$ cat src/rtl/npc_pkg.sv
// Shared fetch-front-end definitions: FSM state encoding and fetch constants.
package npc_pkg;

  typedef enum logic [1:0] {
    ST_REQ  = 2'd0,
    ST_WAIT = 2'd1,
    ST_KILL = 2'd2,
    ST_HOLD = 2'd3
  } fetchState_e;

  localparam logic [31:0] RESET_PC_DEF = 32'h8000_0000;
  localparam int          INST_BYTES   = 4;

endpackage

$ cat src/rtl/ifu_fetch.sv
// Instruction fetch front end: owns the PC, keeps one imem read in flight and
// hands {pc, inst, fault} to decode over valid/ready, honouring exu redirects.
module ifu_fetch
  import npc_pkg::*;
#(
  parameter int                    DATA_WIDTH = 32,
  parameter int                    ADDR_WIDTH = 32,
  parameter logic [ADDR_WIDTH-1:0] RESET_PC   = ADDR_WIDTH'(RESET_PC_DEF)
) (
  input  logic                  clk,
  input  logic                  rst,
  input  logic                  redirect_valid,
  input  logic [ADDR_WIDTH-1:0] redirect_pc,
  output logic                  imem_req_valid,
  input  logic                  imem_req_ready,
  output logic [ADDR_WIDTH-1:0] imem_req_addr,
  input  logic                  imem_rsp_valid,
  input  logic [DATA_WIDTH-1:0] imem_rsp_data,
  input  logic                  imem_rsp_err,
  output logic                  if_valid,
  input  logic                  if_ready,
  output logic [ADDR_WIDTH-1:0] if_pc,
  output logic [DATA_WIDTH-1:0] if_inst,
  output logic                  if_fault
);

  fetchState_e           state, stateNext;
  logic [ADDR_WIDTH-1:0] pc;
  logic                  misal, reqFire, ifFire;
  logic                  latchRsp, latchMisal;

  assign misal          = pc[1:0] != 2'b00;
  assign imem_req_valid = !rst && (state == ST_REQ) && !misal;
  assign imem_req_addr  = pc;
  assign if_valid       = !rst && (state == ST_HOLD) && !redirect_valid;
  assign reqFire        = imem_req_valid && imem_req_ready;
  assign ifFire         = if_valid && if_ready;

  always_ff @(posedge clk) begin
    if (rst) state <= ST_REQ;
    else     state <= stateNext;
  end

  // Redirect outranks every other event in every state.
  always_comb begin
    stateNext  = state;
    latchRsp   = 1'b0;
    latchMisal = 1'b0;
    case (state)
      ST_REQ: begin
        if (redirect_valid) stateNext = reqFire ? ST_KILL : ST_REQ;
        else if (misal) begin
          latchMisal = 1'b1;
          stateNext  = ST_HOLD;
        end else if (reqFire) stateNext = ST_WAIT;
      end
      ST_WAIT: begin
        if (redirect_valid) stateNext = imem_rsp_valid ? ST_REQ : ST_KILL;
        else if (imem_rsp_valid) begin
          latchRsp  = 1'b1;
          stateNext = ST_HOLD;
        end
      end
      ST_KILL: if (imem_rsp_valid) stateNext = ST_REQ;
      ST_HOLD: if (redirect_valid || ifFire) stateNext = ST_REQ;
      default: stateNext = ST_REQ;
    endcase
  end

  always_ff @(posedge clk) begin
    if (rst) begin
      pc       <= RESET_PC;
      if_pc    <= '0;
      if_inst  <= '0;
      if_fault <= 1'b0;
    end else begin
      if (redirect_valid)                 pc <= redirect_pc;
      else if (state == ST_HOLD && ifFire) pc <= pc + ADDR_WIDTH'(INST_BYTES);
      if (latchRsp) begin
        if_pc    <= pc;
        if_inst  <= imem_rsp_err ? '0 : imem_rsp_data;
        if_fault <= imem_rsp_err;
      end else if (latchMisal) begin
        if_pc    <= pc;
        if_inst  <= '0;
        if_fault <= 1'b1;
      end
    end
  end

  // Memory must only answer while a request is outstanding.
  rspOnlyWhenPending: assert property (@(posedge clk) disable iff (rst)
    !(imem_rsp_valid && (state == ST_REQ || state == ST_HOLD)));

endmodule
$ cat config.mk
export PLATFORM = sky130hd
export DESIGN_NAME = ifu_fetch
export DESIGN_NICKNAME = d
export VERILOG_FILES = /design/src/rtl/npc_pkg.sv /design/src/rtl/ifu_fetch.sv
export SDC_FILE = /design/constraint.sdc
export NUM_CORES = 1
export LEC_CHECK = 0
export BUFFER_PORTS_ARGS = -buffer_cell sky130_fd_sc_hd__buf_2
export CAP_MARGIN = 20
export CORE_MARGIN = 2
export CORE_UTILIZATION = 44
export DETAILED_ROUTE_END_ITERATION = 10
export PLACE_DENSITY = 0.76
export SKIP_LAST_GASP = 1
export SLEW_MARGIN = 15
export SYNTH_ARGS = -nofsm -noshare
export SYNTH_HDL_FRONTEND = slang
export SYNTH_SLANG_ARGS = --single-unit
$ cat constraint.sdc
create_clock -name clk -period 1.7 [get_ports clk]
set_clock_uncertainty 0.05 [all_clocks]
set_input_delay 0.34 -clock clk [delete_from_list [all_inputs] [get_ports clk]]
set_output_delay 0.34 -clock clk [all_outputs]
set_load 0.02 [all_outputs]
Yosys cells after proc, flatten, opt, wreduce, memory -nomap -nowiden
Index checks and enable logic that the tools add are counted.
Widths: inputs -> output; s select.

cells by class
  $lt $le $gt $ge = 0
  equal/unequal tests = 7
  div/mod/pow operators = 0
  $add $sub $neg = 1
  reduce and logical (&&, ||, !) cells = 16
  multipliers = 0
  shift-type cells = 0
  bitwise logic cells = 0
  mux-type cells = 25

operators with widths
  cell                   count
  $mux 32                7
  $add 32x3->32 const B  1
  $mux 2                 9
  $mux 1                 8
  $pmux 2 s4             1
  $logic_and 1x1->1      7
  $reduce_bool 2->1      3
  $eq 2x2->1 const B     2
  $ne 2x2->1 const B     2
  $ne 4x4->1 const B     1
  $reduce_and 4->1       1
  $logic_not 1->1        3
  $ne 3x3->1 const B     1
  $eq 2x1->1 const B     1
  $logic_not 2->1        1
  $logic_or 1x1->1       1

storage, ports and cells
  bits in read-only memories = 0
  flip-flop bits (word level) = 99
  memory bits (writable) = 0
  memories kept = 0
  word-level logic and storage cells = 54
  input bits = 71
  bits in latches = 0
  output and inout port bits = 99

Logic depth before layout (Yosys ltp)
Gate-level depths: netlist of run 1.

  depth after elaboration = 8
  depth in mapped cells = 7

Least setup slack after synthesis of run 1
Ideal clock, no wire load.

  path kind = reg-to-reg
  from = register pc[2], in the netlist imem_req_addr[2]
  to = register pc[22], in the netlist imem_req_addr[22]
  path slack = -0.211 ns
  clock period less this slack = 1.911 ns
  setup time = 0.091 ns
  stages on the path, launching flop included = 6
  data arrival time = 1.770 ns
  path through = dfxtp_1 ha_1 and4_1 nand3_1 or3_1 a311oi_1

between the ends
  longest elaborated chain between the ends = 3

ends and longest elaborated chain
  item                    RTL line         text
  from (decl)             ifu_fetch.sv:28  logic [ADDR_WIDTH-1:0] pc;
  from (signal assigned)  ifu_fetch.sv:77  if (redirect_valid) pc <= redirect_pc;
  from (signal assigned)  ifu_fetch.sv:78  else if (state == ST_HOLD && ifFire) pc <= pc + ADDR_WIDTH'(INST_BYTES);
  $add 32x3->32           ifu_fetch.sv:78
  $mux 32                 ifu_fetch.sv:78
  $mux 32                 ifu_fetch.sv:77

No other way between the ends. The select of a mux whose other input is x is not followed.
A chain may end at the register's enable or synchronous reset.

Worst setup path in the final report of run 1
  from = register state[0]
  to = output port imem_req_valid

between the ends
  longest elaborated chain between the ends = 3

ends and longest elaborated chain
  item                            RTL line         text
  from (decl)                     ifu_fetch.sv:27  fetchState_e state, stateNext;
  from (signal assigned)          ifu_fetch.sv:41  else state <= stateNext;
  $logic_not 2->1                 ifu_fetch.sv:33  assign imem_req_valid = !rst && (state == ST_REQ) && !misal;
  $logic_and 1x1->1 (2 in a row)  ifu_fetch.sv:33
  to (decl)                       ifu_fetch.sv:14  output logic imem_req_valid,

No other way between the ends.

==> flow_summary.toml, run 1 <==
[floorplan]
chipWidth_um = 103
die_h_um = 103
coreArea_sq_mm = 0.00933
die_area_sq_mm = 0.0105
io_pins = 170
rows = 35
start_util_pct = 45.9

[drt]
via_per_inst = 5.69
vias = 4930
routedWlPerCell_um = 16.9
wl_um = 14700
route.detailed.drc = 0
ant_nets = 0
firstDrtPassIters = 5
drt-initial-drc-count = 384

[timing]
grt_setup_unrepaired = "yes"
hold_slack_ns = 0.142
final.min_clock_period_ns = 1.86
fmax_mhz = 537
max_slew_margin_pct = 65.4
period_share_pct = 110
hold_viol = 0
setup-violations-final = 10
finalSetupTns_ns = -0.597
layout_setup_ws_ns = -0.163
slew_violations = 0
worst_slew_pin_slew_ns = 0.519

[setup_path]
cp_max_fo = 10
worstSetupStartpoint = "state[0]"
slowest_delay_ns = 0.38
rr_worst_depth = 7
regToRegStartpoint = "state[0]"
slowest_stage = "or3_4"
setup.worst_path.start_class = "flip-flop"
worstPathArrival_ns = 1.47
critPathKind = "flip-flop to output pin"
crit_chain = "buf_6 > or3_4 > nor3_2 > buf_4"
r2r-end = "imem_req_addr[27]"
cp-endpoint = "imem_req_valid"
cp-end-kind = "output pin"
worst-r2r-setup-slack_ns = -0.12
cp.required_ns = 1.31

[status]
violations = "setup timing"
status = "finished, violations left"

[cells_and_area]
nNetsFinal = 805
nFillCells = 790
fin_util_pct = 66.6
final_cells = 867
antenna-diode-count = 0
final_cell_mix = "167 x buf_2, 86 x nand2_1, 77 x dfxtp_1"
drive_gt1_share_pct = 42.3
mostFrequentLayoutCell = "buf_2"
multi_input_area_sq_mm = 0.00223
regArea_sq_mm = 0.00203
synthToLayoutAreaGrowth_pct = 45.2

[synthesis]
ys_warn_count = 0
mappedNetlistArea_sq_mm = 0.00428
synth-async-reset-ratio_pct = 0
ys_seq_elements = 99
syn_inst = 516
synth-edff-count = 0
yosysTopAreaCell = "dfxtp_1"
seq_area_frac_synth_pct = 46.3
avgSynthCellArea_sq_um = 8.29
synthTopCellsByArea = "dfxtp_1 46%, nand2_1 7.5%, a22oi_1 6.0%, nor2_1 4.5%, a21oi_1 4.4%"
syn_nets = 588
synth-main-ff-cell = "dfxtp_1"
synth.distinct_cells = 50
synth_top_area_share_pct = 46.3

[clocking]
cts-buffers-inserted = 9
clk_pin_slew_ns = 0.10
cts.sinks = 99
cts_tree = "built"
holdBufCountCts = 0
ctsLongestPathBuffers = 2
worstSkewPairLatency_ns = 0.37
h-tree-depth = 3
cts_root_buf = "clkbuf_8"

[global_route]
grt_max_degree = 54
grt-ovfl-total = 0
antenna_found_initial = 0
grt_usage_pct = 26.1
grt_first_pass_wirelength_um = 21700
grt_pass1_vias = 4561

[pwr]
p_leak_uw = 0.00275
max-vdd-ir-drop_mv = 0.490
power_density_mw_per_mm2 = 813

[hold_path]
min_path_type = "input port to flip-flop"

[place]
gp_congestion = 0.926
dp_hpwl_um = 10200
numPlacedInstances = 834
port_buffers = 169

[job]
drv_cap = 0
-- layer usage --
metal | track usage, % | vias up | routed length, um | share of wire (%)
met3 | 5.36 | 35 | 1390 | 9.5
met1 | 33.7 | 2319 | 5870 | 40
met5 | 0 | - | 0 | 0
met2 | 42.3 | 276 | 7000 | 48
li1 | - | 2300 | - | -
met4 | 11.8 | 0 | 402 | 2.7
-- layout make-up --
type / instances / share of cell area (%)
multi-input cells: 368 / 35.9
flip-flops and latches: 99 / 32.6
repair buffers: 246 / 24.8
well taps: 129 / 2.60
clock buffers: 10 / 2.40
clock inverters: 6 / 1.19
inverters: 9 / 0.544
-- logic make-up after synthesis --
family	after synthesis	share of synthesized area, %
flops	99	46.3
simple gates	231	26.7
buf+inv	51	5.15
compound gates	123	19.2
fa+ha+maj	1	0.292
xor+xnor	9	1.84
mux	2	0.468
-- cell usage after synthesis (2+ instances only) --
cell	instances
nor2b_1	2
mux2i_1	2
and4_1	4
nand2_1	86
a21oi_1	38
a31oi_1	7
a311oi_1	5
nor2_1	51
o211a_1	2
and3_1	6
dfxtp_1	99
nand4_1	22
and4b_1	2
or3_1	11
nand3_1	15
a221oi_1	2
and4_4	2
a211oi_1	6
a22oi_1	34
o21ai_0	11
or4_1	8
nor3_1	8
buf_1	5
nor3b_1	4
o31a_1	5
xor2_1	3
inv_1	9
o31ai_1	3
buf_2	14
nor4_1	4
clkbuf_1	21
o311ai_0	2
xnor2_1	6
-- worst min-delay path by stage --
stage | start | endpoint | slack (ns) | depth (start not counted)
finish | redirect_pc[18] | imem_req_addr[18] | 0.14 | 3
global route | redirect_pc[31] | imem_req_addr[31] | 0.16 | 3
global placement | if_pc[24] | if_pc[24] | 0.39 | 2
detailed placement | if_pc[27] | if_pc[27] | 0.40 | 2
floorplan | redirect_pc[18] | imem_req_addr[18] | 0.41 | 2
CTS | redirect_pc[18] | imem_req_addr[18] | 0.12 | 3
-- stage by stage --
stage	setup WS, ns	cell area, sq um	total power (uW)
detailed placement	-0.163	5660	3330
global placement	-0.109	5660	3310
finish	-0.163	6210	5050
CTS	-0.179	5940	4980
floorplan	0.000111	4340	2960
global route	-0.207	6210	5260
-- registers in the layout, summed over array words and instances (netlist names) --
register	count
if_fault	1
if_pc	32
imem_req_addr	32
if_inst	32
state	2
-- worst max-delay path: cells and delay by family (launching register included) --
family                 cells  cell delay (ns)
DFF                        1             0.33
and+or+nand+nor            2             0.49
buffers and inverters      2             0.29
-- what timing repair did --
action,CTS,global route
cloned,0,3
pin swaps,1,26
endpoints found under the setup margin,9,57
hold endpoints to repair,0,0
buffers inserted,2,13
gates resized for setup,13,32
-- where the power goes --
group / switching, uW / internal, uW
clock: 886 / 798
sequential: 78.8 / 2410
combinational: 513 / 370
Power figures use the tool's default switching activity.
==> run 2, diff against run 1 <==
SKIP_CTS_REPAIR_TIMING = 1   (was not set)
==> flow_summary.toml, run 2 (synthesis results as in run 1) <==
[timing]
fmax_mhz = 529
setup-violations-final = 2
final.min_clock_period_ns = 1.89
worst_slew_pin_slew_ns = 0.520
grt_setup_unrepaired = "yes"
period_share_pct = 111
finalSetupTns_ns = -0.193
layout_setup_ws_ns = -0.191
slew_violations = 0
max_slew_margin_pct = 65.3
hold_viol = 0

[pwr]
power_density_mw_per_mm2 = 822
p_leak_uw = 0.00270
seqPwrFrac_pct = 49.7
p_comb_share_pct = 16.9
switching_share_pct = 29.0
max-vdd-ir-drop_mv = 0.514
p_clk_share_pct = 33.5
p_sw_uw = 1450
p_int_uw = 3550

[drt]
drt-initial-drc-count = 344
route.detailed.drc = 0
vias = 4870
routedWlPerCell_um = 16.5
firstDrtPassIters = 8
wl_um = 14200
via_per_inst = 5.64
ant_nets = 0

[global_route]
grt-ovfl-total = 0
grt_pass1_vias = 4539
grt_first_pass_wirelength_um = 21600
grt_usage_pct = 26.0
antenna_found_initial = 0
grt_max_degree = 54

[cells_and_area]
antenna-diode-count = 0
fin_util_pct = 65.2
nNetsFinal = 802
mostFrequentLayoutCell = "buf_2"
final_cell_mix = "167 x buf_2, 86 x nand2_1, 78 x dfxtp_1"
design_area_sq_mm = 0.00608
final_cells = 864
drive_gt1_share_pct = 41.1
synthToLayoutAreaGrowth_pct = 42.2

[floorplan]
die_area_sq_mm = 0.0105
die_h_um = 103
io_pins = 170
chipWidth_um = 103
rows = 35
coreArea_sq_mm = 0.00933
start_util_pct = 45.9

[setup_path]
cp.required_ns = 1.31
worstSetupStartpoint = "state[0]"
regToRegStartpoint = "imem_req_addr[5]"
worstPathArrival_ns = 1.50
cp-end-kind = "output pin"
setup.worst_path.start_class = "flip-flop"
critPathKind = "flip-flop to output pin"
cp_max_fo = 10

[place]
postPlaceCellArea_sq_mm = 0.00566
gp_congestion = 0.926
dp_hpwl_um = 10200
numPlacedInstances = 834
pre_cts_slack_ns = -0.163
port_buffers = 169

[clocking]
cts-buffers-inserted = 9
cts_tree = "built"
cts_root_buf = "clkbuf_8"
worstSkewPairLatency_ns = 0.37
h-tree-depth = 3
ctsLongestPathBuffers = 2
cts.sinks = 99
clk_pin_slew_ns = 0.10

[hold_path]
min_path_type = "input port to flip-flop"
hold_start = "redirect_pc[18]"

[job]
drv_cap = 0

[status]
violations = "setup timing"
status = "finished, violations left"
==> run 2: path summary, 6_finish.rpt <==
check / cells after the start / slack [ns] / end
worst max-delay path: 4 / -0.19 / imem_req_valid
worst min-delay path: 3 / 0.13 / imem_req_addr[18]
worst max register to register: 4 / 0 / imem_req_addr[27]
worst min register to register: 2 / 0.41 / if_pc[12]
==> run 2: layer usage <==
metal,GRT usage [%],part of all wire [%],up-vias
met5,0,0,-
met4,11.3,2.5,0
met3,5.36,8.7,34
met2,42.2,48,253
met1,33.6,41,2285
li1,-,-,2298
==> run 2: critical path: stages, from the launching register on <==
cell and delay (ns):
dfxtp_2 0.34, buf_6 0.13, or3_4 0.40, nor3_2 0.11, buf_4 0.16
==> run 2: metrics by stage <==
step / hold slack (ns) / power, uW
2_1_floorplan: 0.412 / 2960
3_3_place_gp: 0.389 / 3310
3_5_place_dp: 0.396 / 3330
4_1_cts: 0.124 / 4970
5_1_grt: 0.156 / 5200
6_report: 0.131 / 5000
==> run 2: area by class of cell <==
cell class,instances,area (sq um)
Tap cell,129,161
Clock inverter,6,73.8
Fill cell,823,3240
Sequential cell,99,2030
Inverter,9,33.8
Timing Repair Buffer,243,1470
Clock buffer,10,149
Multi-Input combinational cell,368,2170
==> run 2: power by group through the flow <==
stage / Sequential, uW / Clock (uW) / Combinational, uW
finish: 2490 / 1670 / 843
global route: 2500 / 1800 / 909
global placement: 2530 / 0 / 784
floorplan: 2650 / 0 / 310
CTS: 2480 / 1690 / 801
detailed placement: 2530 / 0 / 798
==> run 3, diff against run 2 <==
BUFFER_PORTS_ARGS = -buffer_cell sky130_fd_sc_hd__buf_4   (was -buffer_cell sky130_fd_sc_hd__buf_2)
==> flow_summary.toml, run 3 (synthesis results as in run 1) <==
[status]
status = "finished, violations left"
violations = "setup timing"

[setup_path]
worst-r2r-setup-slack_ns = 0.01
slowest_delay_ns = 0.37
rr_worst_depth = 5
crit_cells = 4
cp.required_ns = 1.31
cp-end-kind = "output pin"
slowest_stage = "or3_4"
worstPathArrival_ns = 1.51
worstSetupStartpoint = "state[0]"
cp_max_fo = 10
path_delay_family = "simple AND/OR/NAND/NOR gates"
crit_path_frequent_cell = "buf_4"
regToRegStartpoint = "imem_req_addr[16]"
cp-endpoint = "imem_req_valid"
setup.worst_path.start_class = "flip-flop"
crit_chain = "buf_4 > or3_4 > nor3_2 > buf_4"
r2r-end = "imem_req_addr[19]"
critPathKind = "flip-flop to output pin"
path_buf_inv = 2

[cells_and_area]
mostFrequentLayoutCell = "buf_4"
synthToLayoutAreaGrowth_pct = 51.9
antenna-diode-count = 0
nNetsFinal = 805
final_cell_mix = "242 x buf_4, 86 x nand2_1, 78 x dfxtp_1"
drive_gt1_share_pct = 41.7

[timing]
fmax_mhz = 526
setup-violations-final = 1
hold_viol = 0
max_slew_margin_pct = 75.6
slew_violations = 0
final.min_clock_period_ns = 1.90
period_share_pct = 112
grt_setup_unrepaired = "yes"
layout_setup_ws_ns = -0.201
worst_slew_pin_slew_ns = 0.365

[drt]
vias = 4838
firstDrtPassIters = 5
wl_um = 14700
drt-initial-drc-count = 366
route.detailed.drc = 0
ant_nets = 0
via_per_inst = 5.58
routedWlPerCell_um = 16.9

[clocking]
cts_tree = "built"
cts-buffers-inserted = 9
worstSkewPairLatency_ns = 0.37
cts.sinks = 99
clk_pin_slew_ns = 0.10
cts_root_buf = "clkbuf_8"
ctsLongestPathBuffers = 2
h-tree-depth = 3

[floorplan]
rows = 35
start_util_pct = 45.9
coreArea_sq_mm = 0.00933
die_h_um = 103
chipWidth_um = 103
io_pins = 170
die_area_sq_mm = 0.0105

[global_route]
grt_first_pass_wirelength_um = 22000
grt_pass1_vias = 4546
antenna_found_initial = 0
grt_usage_pct = 26.7
grt-ovfl-total = 0
grt_max_degree = 43

[place]
pre_cts_slack_ns = -0.137
gp_congestion = 0.947
dp_hpwl_um = 10600
port_buffers = 169

[hold_path]
min_path_type = "input port to flip-flop"
hold_start = "redirect_pc[18]"

[pwr]
p_leak_uw = 0.00276
power_density_mw_per_mm2 = 757
max-vdd-ir-drop_mv = 0.586
finalPower_uw = 4920

[job]
drv_cap = 0
run 3: worst min path at each step:
| stage | endpoint | slack (ns) | cells after the start |
|---|---|---|---|
| final | imem_req_addr[18] | 0.13 | 3 |
| after global placement | if_pc[24] | 0.39 | 2 |
| after global routing | imem_req_addr[18] | 0.12 | 3 |
| after floorplan | imem_req_addr[18] | 0.41 | 2 |
| after CTS | imem_req_addr[18] | 0.12 | 3 |
| after detailed placement | if_pc[2] | 0.40 | 2 |
run 3: layout make-up:
cell class,count,area [sq um]
multi-input cells,367,2170
well taps,129,161
repair buffers,247,1910
clock buffers,10,138
inverters,9,33.8
flip-flops and latches,99,2030
fillers,761,2830
clock inverters,6,57.6
run 3: report_power, final:
group	switching, uW	internal (uW)	leakage (uW)
clock network	900	607	0.000101
registers	78.9	2410	0.000816
logic	496	431	0.00184
total	1470	3450	0.00276
run 3: worst register-to-register path, delay by kind of cell, from the launching register on:
kind | cells | cell delay [ns]
simple gates | 3 | 0.88
flops | 1 | 0.37
buf+inv | 1 | 0.16
compound gates | 1 | 0.15
run 3: stage by stage:
| stage | hold WS, ns | area, sq um | utilization (%) | TNS [ns] | std cells |
|---|---|---|---|---|---|
| global placement | 0.392 | 6060 | 65.0 | -0.187 | 834 |
| floorplan | 0.412 | 4340 | - | 0 | 516 |
| global route | 0.118 | 6500 | 69.7 | -0.512 | 867 |
| finish | 0.132 | 6500 | 69.7 | -0.201 | 867 |
| detailed placement | 0.398 | 6060 | 65.0 | -0.597 | 834 |
| CTS | 0.123 | 6260 | 67.1 | -0.589 | 850 |
run 3: routing by layer:
metal	share of wire [%]	up-vias	track usage, %
li1	-	2305	-
met5	0	-	0
met2	49	233	44.4
met1	40	2265	32.9
met4	1.9	0	8.51
met3	9.2	35	8.61
